===== src/rtl/vid_timing_ctrl.sv =====
// rtl/vid_timing_ctrl.sv - raster sequencer feeding the gauss_filter pre-image port from a pixel RAM
module vid_timing_ctrl #(
  parameter int H_SYNC  = 40,
  parameter int H_BACK  = 220,
  parameter int H_DISP  = 1280,
  parameter int H_FRONT = 110,
  parameter int H_TOTAL = 1650,
  parameter int V_SYNC  = 5,
  parameter int V_BACK  = 20,
  parameter int V_DISP  = 720,
  parameter int V_FRONT = 5,
  parameter int V_TOTAL = 750,
  parameter int ADDR_W  = 20
) (
  input  logic              clk,
  input  logic              rst_n,
  input  logic              en,
  output logic              pix_rd_en,
  output logic [ADDR_W-1:0] pix_rd_addr,
  input  logic [7:0]        pix_rd_data,
  output logic              img_vsync,
  output logic              img_hsync,
  output logic              img_valid,
  output logic [7:0]        img_data,
  output logic              busy,
  output logic              frame_done,
  output logic [15:0]       frame_cnt
);

  localparam int HW = $clog2(H_TOTAL);
  localparam int VW = $clog2(V_TOTAL);
  localparam logic [HW-1:0] H_LAST  = HW'(H_TOTAL - 1);
  localparam logic [HW-1:0] H_SYNCW = HW'(H_SYNC);
  localparam logic [HW-1:0] H_ACT_S = HW'(H_SYNC + H_BACK);
  localparam logic [HW-1:0] H_ACT_E = HW'(H_SYNC + H_BACK + H_DISP);
  localparam logic [VW-1:0] V_LAST  = VW'(V_TOTAL - 1);
  localparam logic [VW-1:0] V_SYNCW = VW'(V_SYNC);
  localparam logic [VW-1:0] V_ACT_S = VW'(V_SYNC + V_BACK);
  localparam logic [VW-1:0] V_ACT_E = VW'(V_SYNC + V_BACK + V_DISP);
  localparam logic [ADDR_W-1:0] A_LAST = ADDR_W'(H_DISP * V_DISP - 1);

  typedef enum logic [1:0] {S_IDLE, S_RUN, S_STOP_PEND} state_t;

  state_t            r_state;
  logic [HW-1:0]     r_h_cnt;
  logic [VW-1:0]     r_v_cnt;
  logic [ADDR_W-1:0] r_addr;
  logic              r_rd_en, r_vs1, r_hs1;
  logic              r_act2, r_vs2, r_hs2;
  logic              r_img_vs, r_img_hs, r_img_valid;
  logic [7:0]        r_img_data;
  logic              r_busy, r_frame_done;
  logic [15:0]       r_frame_cnt;

  state_t            w_nstate;
  logic [HW-1:0]     w_nh;
  logic [VW-1:0]     w_nv;
  logic              w_run, w_at_end, w_vs, w_hs, w_act, w_fd_next;

  always_comb begin
    w_run    = (r_state != S_IDLE);
    w_at_end = (r_h_cnt == H_LAST) && (r_v_cnt == V_LAST);
    w_nstate = r_state;
    w_nh     = r_h_cnt;
    w_nv     = r_v_cnt;
    if (!w_run) begin
      w_nh     = '0;
      w_nv     = '0;
      w_nstate = en ? S_RUN : S_IDLE;
    end else begin
      if (r_h_cnt == H_LAST) begin
        w_nh = '0;
        w_nv = (r_v_cnt == V_LAST) ? '0 : r_v_cnt + 1'b1;
      end else begin
        w_nh = r_h_cnt + 1'b1;
      end
      // Stop requests only land on the frame boundary; mid-frame they just park in STOP_PEND
      if (w_at_end) w_nstate = en ? S_RUN : S_IDLE;
      else          w_nstate = en ? S_RUN : S_STOP_PEND;
    end
    w_vs = w_run && (r_v_cnt < V_SYNCW);
    w_hs = w_run && (r_h_cnt < H_SYNCW);
    w_act = w_run && (r_h_cnt >= H_ACT_S) && (r_h_cnt < H_ACT_E)
                  && (r_v_cnt >= V_ACT_S) && (r_v_cnt < V_ACT_E);
    w_fd_next = (w_nstate != S_IDLE) && (w_nh == H_LAST) && (w_nv == V_LAST);
  end

  always_ff @(posedge clk) begin
    if (!rst_n) begin
      r_state      <= S_IDLE;
      r_h_cnt      <= '0;
      r_v_cnt      <= '0;
      r_addr       <= '0;
      r_rd_en      <= 1'b0;
      r_vs1        <= 1'b0;
      r_hs1        <= 1'b0;
      r_act2       <= 1'b0;
      r_vs2        <= 1'b0;
      r_hs2        <= 1'b0;
      r_img_vs     <= 1'b0;
      r_img_hs     <= 1'b0;
      r_img_valid  <= 1'b0;
      r_img_data   <= 8'd0;
      r_busy       <= 1'b0;
      r_frame_done <= 1'b0;
      r_frame_cnt  <= 16'd0;
    end else begin
      r_state <= w_nstate;
      r_h_cnt <= w_nh;
      r_v_cnt <= w_nv;
      r_busy  <= (w_nstate != S_IDLE);
      // frame_done is computed from the next counter so it coincides with the frame-end position
      r_frame_done <= w_fd_next;
      if (w_fd_next) r_frame_cnt <= r_frame_cnt + 16'd1;

      r_rd_en <= w_act;
      r_vs1   <= w_vs;
      r_hs1   <= w_hs;
      if (!w_run)       r_addr <= '0;
      else if (r_rd_en) r_addr <= (r_addr == A_LAST) ? '0 : r_addr + 1'b1;

      r_act2 <= r_rd_en;
      r_vs2  <= r_vs1;
      r_hs2  <= r_hs1;

      r_img_vs    <= r_vs2;
      r_img_hs    <= r_hs2;
      r_img_valid <= r_act2;
      r_img_data  <= r_act2 ? pix_rd_data : 8'd0;
    end
  end

  assign pix_rd_en   = r_rd_en;
  assign pix_rd_addr = r_addr;
  assign img_vsync   = r_img_vs;
  assign img_hsync   = r_img_hs;
  assign img_valid   = r_img_valid;
  assign img_data    = r_img_data;
  assign busy        = r_busy;
  assign frame_done  = r_frame_done;
  assign frame_cnt   = r_frame_cnt;

endmodule


===== config.mk =====
export PLATFORM = sky130hd
export DESIGN_NAME = vid_timing_ctrl
export DESIGN_NICKNAME = d
export VERILOG_FILES = /design/src/rtl/vid_timing_ctrl.sv
export SDC_FILE = /design/constraint.sdc
export NUM_CORES = 1
export LEC_CHECK = 0
export BUFFER_PORTS_ARGS = -buffer_cell sky130_fd_sc_hd__buf_4
export CORE_ASPECT_RATIO = 1.75
export CORE_UTILIZATION = 50
export DETAILED_ROUTE_END_ITERATION = 10
export GPL_TIMING_DRIVEN = 0
export PLACE_DENSITY_LB_ADDON = 0.2
export SLEW_MARGIN = 20
export SYNTH_ARGS = -nofsm -noshare
export SYNTH_HDL_FRONTEND = slang
export SYNTH_SLANG_ARGS = --single-unit

===== constraint.sdc =====
create_clock -name clk -period 3.67 [get_ports clk]
set_input_delay 0.1835 -clock clk [delete_from_list [all_inputs] [get_ports clk]]
set_output_delay 0.1835 -clock clk [all_outputs]
set_load 0.01 [all_outputs]

==> metrics.md <==
| Metric | Value |
|---|---|
| Top_reg_cell synth | `dfxtp_1` |
| Worst vdd ir | `250 uV` |
| H-tree depth | `3` |
| CTS Buf Count | `9` |
| Worst Path Max Fanout | `10` |
| Hpwl dp | `approximately 6200 um` |
| Effective utilization at floorplan | `0.513` |
| Crit path time final | `about 2.9 ns` |
| RSZ-0062 raised after global routing | `no` |
| Net Count, Synth | `~440` |
| CTS tree | `done` |
| Data arrival, critical path | `between 3 and 4 ns` |
| GRT overflow | `0` |
| Crit path launch type | `register` |
| Share of flip-flops with an asynchronous set or reset | `0` |
| Number of cell rows | `42` |
| Final setup viols | `0` |
| Worst R2R Start | `r_h_cnt[0]` |
| Drt wl/cell | `approximately 15 um` |
| Leakage | `~2.0 nW` |
| Max-slew violations | `0` |
| Antenna diodes | `0` |
| Worst-Skew Late Latency | `~0.34 ns` |
| Final hold violations | `0` |
| Gate Count Post-Synth | `~420` |
| Cell accounting for the most synthesized area | `dfxtp_1` |
| Unique masters post-synth | `49` |
| Top cell type's share of synthesized area | `0.405` |
| R2r setup slk | `~0.79 ns` |
| Post-CTS Setup Repair Bufs | `0` |
| Core area | `roughly 0.0075 sq mm` |
| Setup CP Type | `reg -> reg` |
| Initial DRC count | `between 150 and 200` |
| Hold endpoint | `r_state[1]` |
| Total global-route track usage | `0.231` |
| EDFF count, synth | `0` |
| Placed cells | `approximately 570` |
| Sum Neg Setup Slack | `0 ns` |
| Req. time, crit path | `slightly below 4 ns` |
| Chip width | `68.4 um` |
| Syn-to-layout area delta | `22.7%` |
| Root buffer cell | `clkbuf_16` |
| GPL Wtd Cong | `between 0.8 and 0.9` |
| Post-synthesis register bit count | `between 70 and 80` |
| Hold_buf cts | `0` |
| Layout net count | `between 500 and 600` |
| Dominant cells by area after synthesis | `dfxtp_1 (40%), nor4_4 (6.1%), nor2_1 (4.8%), nand2_1 (4.3%), mux2i_1 (4.2%)` |
| Maximum clock rate | `348 MHz` |
| Vias in the first global route | `roughly 3.2k` |
| Final Skew | `between 0.004 and 0.005 ns` |
| Vias per cell | `5.55` |
| Sequential fraction of the synthesis area | `0.405` |
| Drt pass-1 iters | `4` |
| Largest net degree at the start of global routing | `14` |
| Final core utilization | `0.630` |
| Worst rel slew slack | `0.494` |
| Hold Path Cell Cnt | `2` |
| PortBufs | `60` |
| Top Ports | `61` |
| Die ar. | `a little over 0.008 sq mm` |
| Worst Reg-to-Reg Cells | `9` |
| # Max-Cap Violations | `0` |
| Synthesized area per cell | `9.12 sq um` |
| Final std cells w/o fill | `a little under 600` |
| Max clock buf depth | `2` |
| Remaining DRCs | `0` |
| Final-layout fill cell count | `roughly 660` |
| Status | `complete, no violations` |
| Share of layout cells above drive strength 1 | `0.202` |
| TritonCTS Sinks | `78` |
| RR Endpoint | `frame_cnt[9]` |
| Clock slew at reported path FFs | `~0.060 ns` |
| Worst slew pin tran | `between 0.7 and 0.8 ns` |
| Die Y | `roughly 120 um` |
| Via count | `~3.3k` |
| Antenna Violating Nets Remaining | `0` |
| Post-cts resize count | `0` |
| Pwr dens | `about 400 mW/mm^2` |
| Tcrit/Tclk final | `0.784` |
| Mapped cell area | `between 0.003 and 0.004 sq mm` |
| Yosys warning count | `0` |
| First-pass GRT wire length | `approximately 14,000 um` |
| Final WL | `approximately 8600 um` |
| Worst Hold Class | `in -> reg` |
| Hold Crit Start | `en` |
| Initial antenna violation count | `0` |
| Crit path capture type | `register` |
area by class of cell:
type                       instances  area (sq um)  share of cell area
clock buffer                      10           229              0.0484
sequential                        78          1560               0.330
clock inverter                     6          86.3              0.0182
tap                               88           110              0.0233
buffer                            18           109              0.0230
timing repair buffer              60           450              0.0952
multi-input combinational        313          2130               0.451
inverter                          14          52.6              0.0111
cells by family (layout without fill, tap and decap cells):
| group | count (synthesis) | count (layout) | synth area share |
|---|---|---|---|
| AND/OR/NAND/NOR | 224 | 224 | 0.354 |
| flip-flops | 78 | 78 | 0.405 |
| XOR/XNOR | 34 | 34 | 0.0792 |
| AO/OA/AOI/OAI | 32 | 32 | 0.0555 |
| buffers and inverters | 32 | 108 | 0.0419 |
| multiplexers | 16 | 16 | 0.0415 |
| adder cells (fa/ha/maj) | 7 | 7 | 0.0227 |
layer usage:
layer,up-vias,GRT usage,wire (um)
met3,18,0.0541,370
met2,70,0.396,4510
met5,-,0,0
met4,0,0.111,216
met1,1548,0.254,3460
li1,1619,-,-
critical path, stage by stage, from the launching register on:
cell and delay (ns):
dfxtp_1 0.42, ha_1 0.16, or4b_1 0.45, buf_6 0.16
nor3_4 0.41, nand4b_1 0.21, a22o_4 0.32, buf_12 0.17
nor4_4 0.30, mux2i_1 0.20
cell usage after synthesis (10+ instances only):
cell and number:
nand2_1 44, nand4_1 15, inv_1 14, and3_1 16
mux2i_1 16, nor4_1 10, a21oi_1 11, dfxtp_1 78
xor2_1 18, nand3_1 20, nor4_4 11, clkbuf_1 12
nor2_1 49, xnor2_1 15, nand2b_1 16
power by group:
group          internal, mW  total [mW]  switching (mW)  leakage [nW]
Clock                 0.594       0.944           0.350         0.152
Sequential            0.852       0.855         0.00285         0.629
Combinational        0.0172      0.0441          0.0269          1.18
worst max path at each step:
stage	start	endpoint	slack [ns]
6_report	r_h_cnt[0]	frame_cnt[9]	0.79
5_1_grt	r_h_cnt[0]	frame_cnt[9]	0.59
4_1_cts	r_h_cnt[0]	frame_cnt[10]	0.79
3_5_place_dp	r_h_cnt[0]	frame_cnt[14]	0.79
3_3_place_gp	r_h_cnt[0]	frame_cnt[7]	0.82
2_1_floorplan	r_h_cnt[0]	frame_cnt[10]	1.13
sequential cells by signal, summed over array words and instances, names as in the netlist, 2 cells and up:
register,cells
img_data,8
r_state,2
frame_cnt,16
pix_rd_addr,20
r_h_cnt,11
r_v_cnt,10
metrics by stage:
step	worst slack, ns	hold slack [ns]	power, mW	instance area, sq um
after floorplan	1.13	0.256	0.898	3860
after global placement	0.819	0.376	0.917	4420
after detailed placement	0.792	0.378	0.918	4420
after CTS	0.785	0.0277	1.86	4730
after global routing	0.594	0.0291	1.91	4730
final	0.792	0.0344	1.84	4730
layout by cell type (no fill, tap or decap), types with 7 or more instances in the layout:
cell	count
clkbuf_16	9
ha_1	7
inv_1	14
dfxtp_1	78
buf_4	60
clkbuf_1	13
nand2b_1	16
and3_1	16
nor2_1	49
xnor2_1	15
o21ai_0	8
nand4_1	15
xor2_1	18
nor3_1	8
nor4_1	10
a21oi_1	11
mux2i_1	16
nand2_1	44
nand3_1	20
nor4_4	11
(Power assumes the default switching activity.)
